## src/rtl/btn_pkg.sv

```systemverilog
// btn_pkg: shared widths, state encoding and default tick counts for the button conditioner.
package btn_pkg;
  localparam int CNT_W = 10;
  localparam logic [1:0] ST_RELEASED = 2'd0;
  localparam logic [1:0] ST_HOLD = 2'd1;
  localparam logic [1:0] ST_RPT = 2'd2;
  localparam int DEB_MS = 20;
  localparam int HOLD_MS = 500;
  localparam int RPT_MS = 100;
  typedef enum logic [1:0] {
    RELEASED = ST_RELEASED,
    HOLD = ST_HOLD,
    RPT = ST_RPT
  } btn_state_e;
endpackage

```

## src/rtl/btn_debounce_rpt_sync2.sv

```systemverilog
// sync2: two-flop synchroniser for an asynchronous input, cleared by reset.
module sync2 (
  input  logic clk,
  input  logic rst,
  input  logic d,
  output logic q
);
  logic [1:0] ff_q, ff_d;
  always_comb ff_d = {ff_q[0], d};
  always_ff @(posedge clk) ff_q <= rst ? 2'b00 : ff_d;
  assign q = ff_q[1];
endmodule

```

## src/rtl/btn_debounce_rpt.sv

```systemverilog
// btn_debounce_rpt: synchronise and debounce one button in CE ticks; emit level, press, release and auto-repeat strobes.
module btn_debounce_rpt
  import btn_pkg::*;
#(
  parameter int DEB_TICKS = DEB_MS,
  parameter int HOLD_TICKS = HOLD_MS,
  parameter int REPEAT_TICKS = RPT_MS
) (
  input  logic CLK,
  input  logic RST,
  input  logic CE,
  input  logic BTN_IN,
  output logic BTN_LVL,
  output logic PRESS,
  output logic RELEASE,
  output logic REPEAT
);
  localparam logic [CNT_W-1:0] DEB_LAST = CNT_W'(DEB_TICKS - 1);
  localparam logic [CNT_W-1:0] HOLD_LAST = CNT_W'(HOLD_TICKS - 1);
  localparam logic [CNT_W-1:0] RPT_LAST = CNT_W'(REPEAT_TICKS - 1);
  logic s_in, accept, hit;
  logic lvl_q, lvl_d, press_q, press_d, release_q, release_d, repeat_q, repeat_d;
  logic [CNT_W-1:0] dcnt_q, dcnt_d, hcnt_q, hcnt_d;
  btn_state_e state_q, state_d;
  sync2 u_sync (.clk(CLK), .rst(RST), .d(BTN_IN), .q(s_in));
  always_comb begin
    accept = s_in != lvl_q && CE && dcnt_q == DEB_LAST;
    dcnt_d = (s_in == lvl_q || accept) ? '0 : CE ? dcnt_q + CNT_W'(1) : dcnt_q;
    lvl_d = accept ? s_in : lvl_q;
    press_d = accept && s_in;
    release_d = accept && !s_in;
  end
  // A release accepted in the same cycle as a repeat expiry takes priority.
  always_comb begin
    state_d = state_q;
    hcnt_d = hcnt_q;
    repeat_d = 1'b0;
    hit = CE && hcnt_q == (state_q == HOLD ? HOLD_LAST : RPT_LAST);
    case (state_q)
      RELEASED: if (press_d) begin
        state_d = HOLD;
        hcnt_d = '0;
      end
      HOLD, RPT: if (release_d) state_d = RELEASED;
      else if (hit) begin
        repeat_d = 1'b1;
        hcnt_d = '0;
        state_d = RPT;
      end else if (CE) hcnt_d = hcnt_q + CNT_W'(1);
      default: state_d = RELEASED;
    endcase
  end
  always_ff @(posedge CLK) begin
    if (RST) begin
      state_q <= RELEASED;
      dcnt_q <= '0;
      hcnt_q <= '0;
      lvl_q <= 1'b0;
      press_q <= 1'b0;
      release_q <= 1'b0;
      repeat_q <= 1'b0;
    end else begin
      state_q <= state_d;
      dcnt_q <= dcnt_d;
      hcnt_q <= hcnt_d;
      lvl_q <= lvl_d;
      press_q <= press_d;
      release_q <= release_d;
      repeat_q <= repeat_d;
    end
  end
  assign BTN_LVL = lvl_q;
  assign PRESS = press_q;
  assign RELEASE = release_q;
  assign REPEAT = repeat_q;
endmodule

```

## config.mk

```make
export PLATFORM = sky130hd
export DESIGN_NAME = btn_debounce_rpt
export DESIGN_NICKNAME = d
export VERILOG_FILES = /design/src/rtl/btn_pkg.sv /design/src/rtl/btn_debounce_rpt_sync2.sv /design/src/rtl/btn_debounce_rpt.sv
export SDC_FILE = /design/constraint.sdc
export NUM_CORES = 1
export LEC_CHECK = 0
export CAP_MARGIN = 20
export CELL_PAD_IN_SITES_DETAIL_PLACEMENT = 0
export CELL_PAD_IN_SITES_GLOBAL_PLACEMENT = 1
export CORE_ASPECT_RATIO = 0.7
export CORE_MARGIN = 2
export CORE_UTILIZATION = 44
export CTS_CLUSTER_SIZE = 10
export DETAILED_ROUTE_END_ITERATION = 10
export PLACE_DENSITY = 0.74
export SYNTH_ARGS = -nofsm -noshare
export SYNTH_HDL_FRONTEND = slang
export SYNTH_HIERARCHICAL = 1
export SYNTH_SLANG_ARGS = --single-unit
```

## constraint.sdc

```tcl
create_clock -name CLK -period 3.3 [get_ports CLK]
set_clock_uncertainty 0.05 [all_clocks]
set_input_delay 0.66 -clock CLK [delete_from_list [all_inputs] [get_ports CLK]]
set_output_delay 0.66 -clock CLK [all_outputs]
set_load 0.03 [all_outputs]
```

==> impl_metrics.json, run 1 <==
{
  "synth_compound_area_share_pct": 12.8,
  "hold_buffers": 0,
  "drive_above_1_share_pct": 8.33,
  "grt-ovfl-total": 0,
  "finalHoldViolations": 0,
  "synth_nets": 176,
  "drcViolationCount": 0,
  "grt_pass1_wl_um": 5330,
  "die_area_mm2": 0.00364,
  "critPathMaxFanout": 5,
  "slew_headroom_pct": 57.8,
  "hold_path.class": "reg2reg",
  "fmax_mhz": 342,
  "synth_area_leaders": "dfxtp_1, nor2_1, ha_1, a21oi_1, nand2_1",
  "synth_warnings": 6,
  "numClockSinks": 28,
  "insertion_delay_ns": 0.28,
  "max_cap_viol_count": 0,
  "worst_pin_slew_ns": 0.631,
  "synthSimpleGateAreaFrac_pct": 30.7,
  "stdcell_count": 218,
  "cts_buffers": 3,
  "outcome": "finished, final reports clean",
  "power.leakage_nw": 0.557,
  "crit_path_start_kind": "input port",
  "worst_r2r_startpoint": "dcnt_q[2]$_SDFFE_PP0P_",
  "clk_pin_slew_ns": 0.09,
  "vias": 1244,
  "finalMaxSlewViolations": 0,
  "ys_ff_latch": 28,
  "synth.distinct_cells": 38,
  "rsz0062_at_grt": "false",
  "synth_top_family_by_area": "simple AND/OR/NAND/NOR gates",
  "max-vdd-ir-drop_mv": 0.242,
  "post_cts_resized": 0,
  "gp_congestion": 0.821,
  "core_region_area_mm2": 0.00308,
  "yosys.area_share.adder_pct": 4.49,
  "startpoint": "CE",
  "finalNetCount": 190,
  "synth_edf_count": 0,
  "tns_ns": 0,
  "dp_hpwl_um": 2230,
  "syn_inst": 167,
  "setup_viol_count_final": 0,
  "yosysMostFrequentCell": "dfxtp_1",
  "power_density_mw_per_mm2": 358,
  "cts_setup_buffers": 0,
  "antenna_found_initial": 0,
  "place_inst": 214,
  "finalWorstPathRequiredPeriod_ns": 2.92,
  "netlist_area_mm2": 0.00139,
  "drt_iter0_markers": 86,
  "diodes": 0,
  "seq_area_frac_synth_pct": 40.2,
  "critPathKind": "in2reg",
  "pin_count": 8,
  "rrSetupSlack_ns": 0.71,
  "yosysTopAreaCell": "dfxtp_1",
  "worst-r2r-cell-count": 5,
  "synth_ff_type": "dfxtp_1",
  "power_mw": 0.571,
  "critPathArrivalTime_ns": 3.07,
  "finalCritPeriodShare_pct": 88.5,
  "grt_pass1_vias": 1112,
  "syn_avg_cell_area_um2": 8.35,
  "synthTopCellsByCount": "dfxtp_1, nor2_1, nand2_1",
  "rows": 17,
  "fp.dieH_um": 51.1,
  "cts.path.max_buffers": 2,
  "synth_top_area_share_pct": 40.2,
  "cts_tree": "yes",
  "holdPathStages": 1,
  "grt.total_usage_pct": 18.6,
  "drt-total-wl_um": 3020,
  "synth-xor-area-share_pct": 6.28,
  "port_buffers": 7,
  "hold_end": "u_sync/ff_q[1]$_SDFF_PP0_",
  "first_pass_iters": 4,
  "holdWs_ns": 0.404,
  "synthMuxAreaShare_pct": 1.44,
  "via_per_inst": 5.71,
  "cts_root_buffer": "clkbuf_8",
  "htree_levels": 1,
  "grt_start_max_net_pins": 16,
  "endpoint_kind": "flop",
  "syn2layout_area_growth_pct": 14.3,
  "timing.rr.end": "hcnt_q[5]$_SDFFE_PP0P_",
  "wl_per_cell_um": 13.8,
  "worstPathRequired_ns": 3.45,
  "min_from": "u_sync/ff_q[0]$_SDFF_PP0_",
  "async_reset_ff_share_pct": 0,
  "start_util_pct": 45.2,
  "die_x_um": 71.3,
  "ant_nets": 0
}
-- area by class of cell --
type,instances,area (um^2)
clock buffer,4,55.1
fill,274,1490
inverter,6,22.5
multi-input combinational,127,777
sequential,28,561
tap,38,47.5
timing repair buffer,15,130
-- per-stage QoR --
| step | utilization, % | cell area [um^2] | setup WS [ns] |
|---|---|---|---|
| 2_1_floorplan | - | 1390 | 0.407 |
| 3_3_place_gp | 49.9 | 1540 | 0.157 |
| 3_5_place_dp | 49.9 | 1540 | 0.0845 |
| 4_1_cts | 51.6 | 1590 | 0.380 |
| 5_1_grt | 51.6 | 1590 | 0.302 |
| 6_report | 51.6 | 1590 | 0.379 |
-- per-layer routing --
layer,track usage [%],share of wire (%)
met1,28.0,54
met2,26.4,40
met3,4.93,5.9
met4,3.77,0.56
met5,0,0
-- how the worst max path moves through the flow --
stage | end | slack (ns)
global placement | hcnt_q[5]$_SDFFE_PP0P_ | 0.16
floorplan | hcnt_q[5]$_SDFFE_PP0P_ | 0.41
detailed placement | hcnt_q[5]$_SDFFE_PP0P_ | 0.08
finish | hcnt_q[5]$_SDFFE_PP0P_ | 0.38
global route | hcnt_q[0]$_SDFFE_PP0P_ | 0.30
CTS | hcnt_q[5]$_SDFFE_PP0P_ | 0.38
-- worst max-delay path: stages --
cell and delay, ns:
clkdlybuf4s50_1 0.47, or4b_1 0.48, or4_4 0.44, a211o_1 0.36, or4_1 0.51, o22ai_1 0.15
-- power breakdown --
| group | switching, mW | internal [mW] | total [mW] | leakage (nW) |
|---|---|---|---|---|
| logic | 0.0105 | 0.00793 | 0.0184 | 0.302 |
| clock network | 0.105 | 0.107 | 0.212 | 0.0288 |
| registers | 0.00110 | 0.339 | 0.340 | 0.226 |
-- logic make-up (layout without fill, tap and decap cells) --
group | after synthesis | after routing
XOR/XNOR | 10 | 10
AO/OA/AOI/OAI | 29 | 29
multiplexers | 2 | 2
AND/OR/NAND/NOR | 81 | 81
adder cells (fa/ha/maj) | 5 | 5
buffers and inverters | 12 | 25
flip-flops | 28 | 28
-- sequential cells by signal (all words and copies together) (netlist names) --
register     cells
RELEASE          1
PRESS            1
state_q          2
u_sync/ff_q      2
dcnt_q          10
REPEAT           1
hcnt_q          10
BTN_LVL          1
-- layout by cell type, fill, tap and decap left out, types with 3 or more instances in the layout --
cell type	synthesis	routed
dfxtp_1	28	28
inv_1	6	6
nor2_1	21	21
ha_1	5	5
xnor2_1	5	5
nand2_1	16	16
clkdlybuf4s50_1	0	7
or4_1	3	3
o21ai_0	3	3
nor3_1	9	9
o21ai_1	5	5
nand4_1	4	4
buf_4	0	8
a21oi_1	12	12
clkbuf_8	0	4
nand3_1	10	10
xor2_1	5	5
Power figures use the tool's default switching activity.
==> run 2: changes to the inputs <==
ABC_CLOCK_PERIOD_IN_PS = 3300   (was not set)
CORE_MARGIN = not set   (was 2)
CTS_BUF_LIST = sky130_fd_sc_hd__clkbuf_16   (was not set)
==> run 2 against run 1 <==
  * Sequential cell count did not move
  * Maximum frequency is 0.98% lower
  * Global-route usage is 0.88 points higher
  * First-iteration DRC count is 28% higher
  * Critical path type unchanged
==> impl_metrics.json, run 2 (synthesis results as in run 1) <==
{
  "core_region_area_mm2": 0.00290,
  "finalHoldViolations": 0,
  "vias": 1235,
  "start_util_pct": 48.0,
  "critPathArrivalTime_ns": 3.09,
  "clk_pin_slew_ns": 0.06,
  "internal-power_mw": 0.509,
  "power_density_mw_per_mm2": 390,
  "critPathKind": "in2reg",
  "die_x_um": 69.3,
  "swShare_pct": 19.2,
  "p_clk_share_pct": 43.0,
  "fin_ws_ns": 0.350,
  "hold_buffers": 0,
  "setup_viol_count_final": 0,
  "finalNetCount": 190,
  "worst_pin_slew_ns": 0.677,
  "fillers": 282,
  "cts_setup_buffers": 0,
  "cts_root_buffer": "clkbuf_16",
  "min_from": "u_sync/ff_q[0]$_SDFF_PP0_",
  "grt-ovfl-total": 0,
  "cts_buffers": 3,
  "holdPathStages": 1,
  "via_per_inst": 5.72,
  "post_cts_resized": 0,
  "rows": 16,
  "fmax_mhz": 339,
  "grt_pass1_vias": 1114,
  "die_area_mm2": 0.00340,
  "worstPathRequired_ns": 3.44,
  "slew_headroom_pct": 54.7,
  "antenna_found_initial": 0,
  "final_common_cell": "dfxtp_1",
  "first_pass_iters": 4,
  "reg.largest.list": "dcnt_q x10, hcnt_q x10",
  "final_cell_mix": "dfxtp_1, nor2_1, nand2_1",
  "rrSetupSlack_ns": 0.69,
  "critPathMaxFanout": 5,
  "syn2layout_area_growth_pct": 15.8,
  "drt-total-wl_um": 3120,
  "cts_tree": "yes",
  "dp_hpwl_um": 2380,
  "grt.total_usage_pct": 19.5,
  "grt_start_max_net_pins": 16,
  "outcome": "finished, final reports clean",
  "tns_ns": 0,
  "place_ws_ns": 0.0793,
  "pin_count": 8,
  "drive_above_1_share_pct": 7.78,
  "port_buffers": 7,
  "drcViolationCount": 0,
  "insertion_delay_ns": 0.26,
  "wl_met2_um": 1240,
  "grt_pass1_wl_um": 5290,
  "rsz0062_at_grt": "false",
  "finalCritPeriodShare_pct": 89.4,
  "pwr-share-seq_pct": 54.0,
  "drt_iter0_markers": 110,
  "htree_levels": 1,
  "p_switching_mw": 0.121,
  "max-vdd-ir-drop_mv": 0.353,
  "finalWorstPathRequiredPeriod_ns": 2.95,
  "ant_nets": 0,
  "cts.path.max_buffers": 2,
  "max_cap_viol_count": 0,
  "power.leakage_nw": 0.567,
  "fp.dieH_um": 49.1,
  "hold_path.class": "reg2reg",
  "endpoint_kind": "flop",
  "worst-r2r-cell-count": 5,
  "diodes": 0,
  "worst_r2r_startpoint": "dcnt_q[2]$_SDFFE_PP0P_",
  "gp_congestion": 0.867,
  "combPwrFrac_pct": 3.0,
  "wl_met1_um": 1690,
  "crit_path_start_kind": "input port",
  "dr_wl_met3_um": 189,
  "finalMaxSlewViolations": 0,
  "numClockSinks": 28,
  "dr.max_layer_used": "met4",
  "startpoint": "CE",
  "wl_per_cell_um": 14.4
}
## run 2: critical path: stages
cell,delay [ns]
clkdlybuf4s50_1,0.48
or4b_1,0.47
or4_4,0.43
a211o_1,0.36
or4_1,0.53
a21oi_1,0.15
## run 2: power groups by stage
stage / clock (mW) / sequential, mW / combinational [mW]
detailed placement: 0 / 0.348 / 0.0189
global placement: 0 / 0.348 / 0.0184
CTS: 0.277 / 0.340 / 0.0189
floorplan: 0 / 0.348 / 0.0106
finish: 0.271 / 0.340 / 0.0189
global route: 0.294 / 0.340 / 0.0205
## run 2: final cells by class
class,count,area (um^2),share of cell area [%]
Sequential cell,28,561,34.7
Inverter,6,22.5,1.40
Clock inverter,1,3.75,0.233
Tap cell,36,45.0,2.79
Multi-Input combinational cell,127,777,48.1
Timing Repair Buffer,15,130,8.06
Clock buffer,3,75.1,4.65
## run 2: routing by layer
layer / track usage (%) / vias up
met5: 0 / -
met4: 1.02 / 0
met3: 5.17 / 2
met2: 29.1 / 41
met1: 29.3 / 574
li1: - / 618
## run 2: final timing paths
path	to
max	hcnt_q[3]$_SDFFE_PP0P_
max reg2reg	hcnt_q[3]$_SDFFE_PP0P_
min	u_sync/ff_q[1]$_SDFF_PP0_
min reg2reg	u_sync/ff_q[1]$_SDFF_PP0_
## run 2: through the flow
stage	util [%]	cells	power [mW]	cell area, um^2	hold slack (ns)
2_1_floorplan	-	167	0.358	1390	0.364
3_3_place_gp	52.9	212	0.366	1540	0.378
3_5_place_dp	52.9	212	0.367	1540	0.373
4_1_cts	55.6	216	0.636	1610	0.395
5_1_grt	55.6	216	0.654	1610	0.420
6_report	55.6	216	0.630	1610	0.393
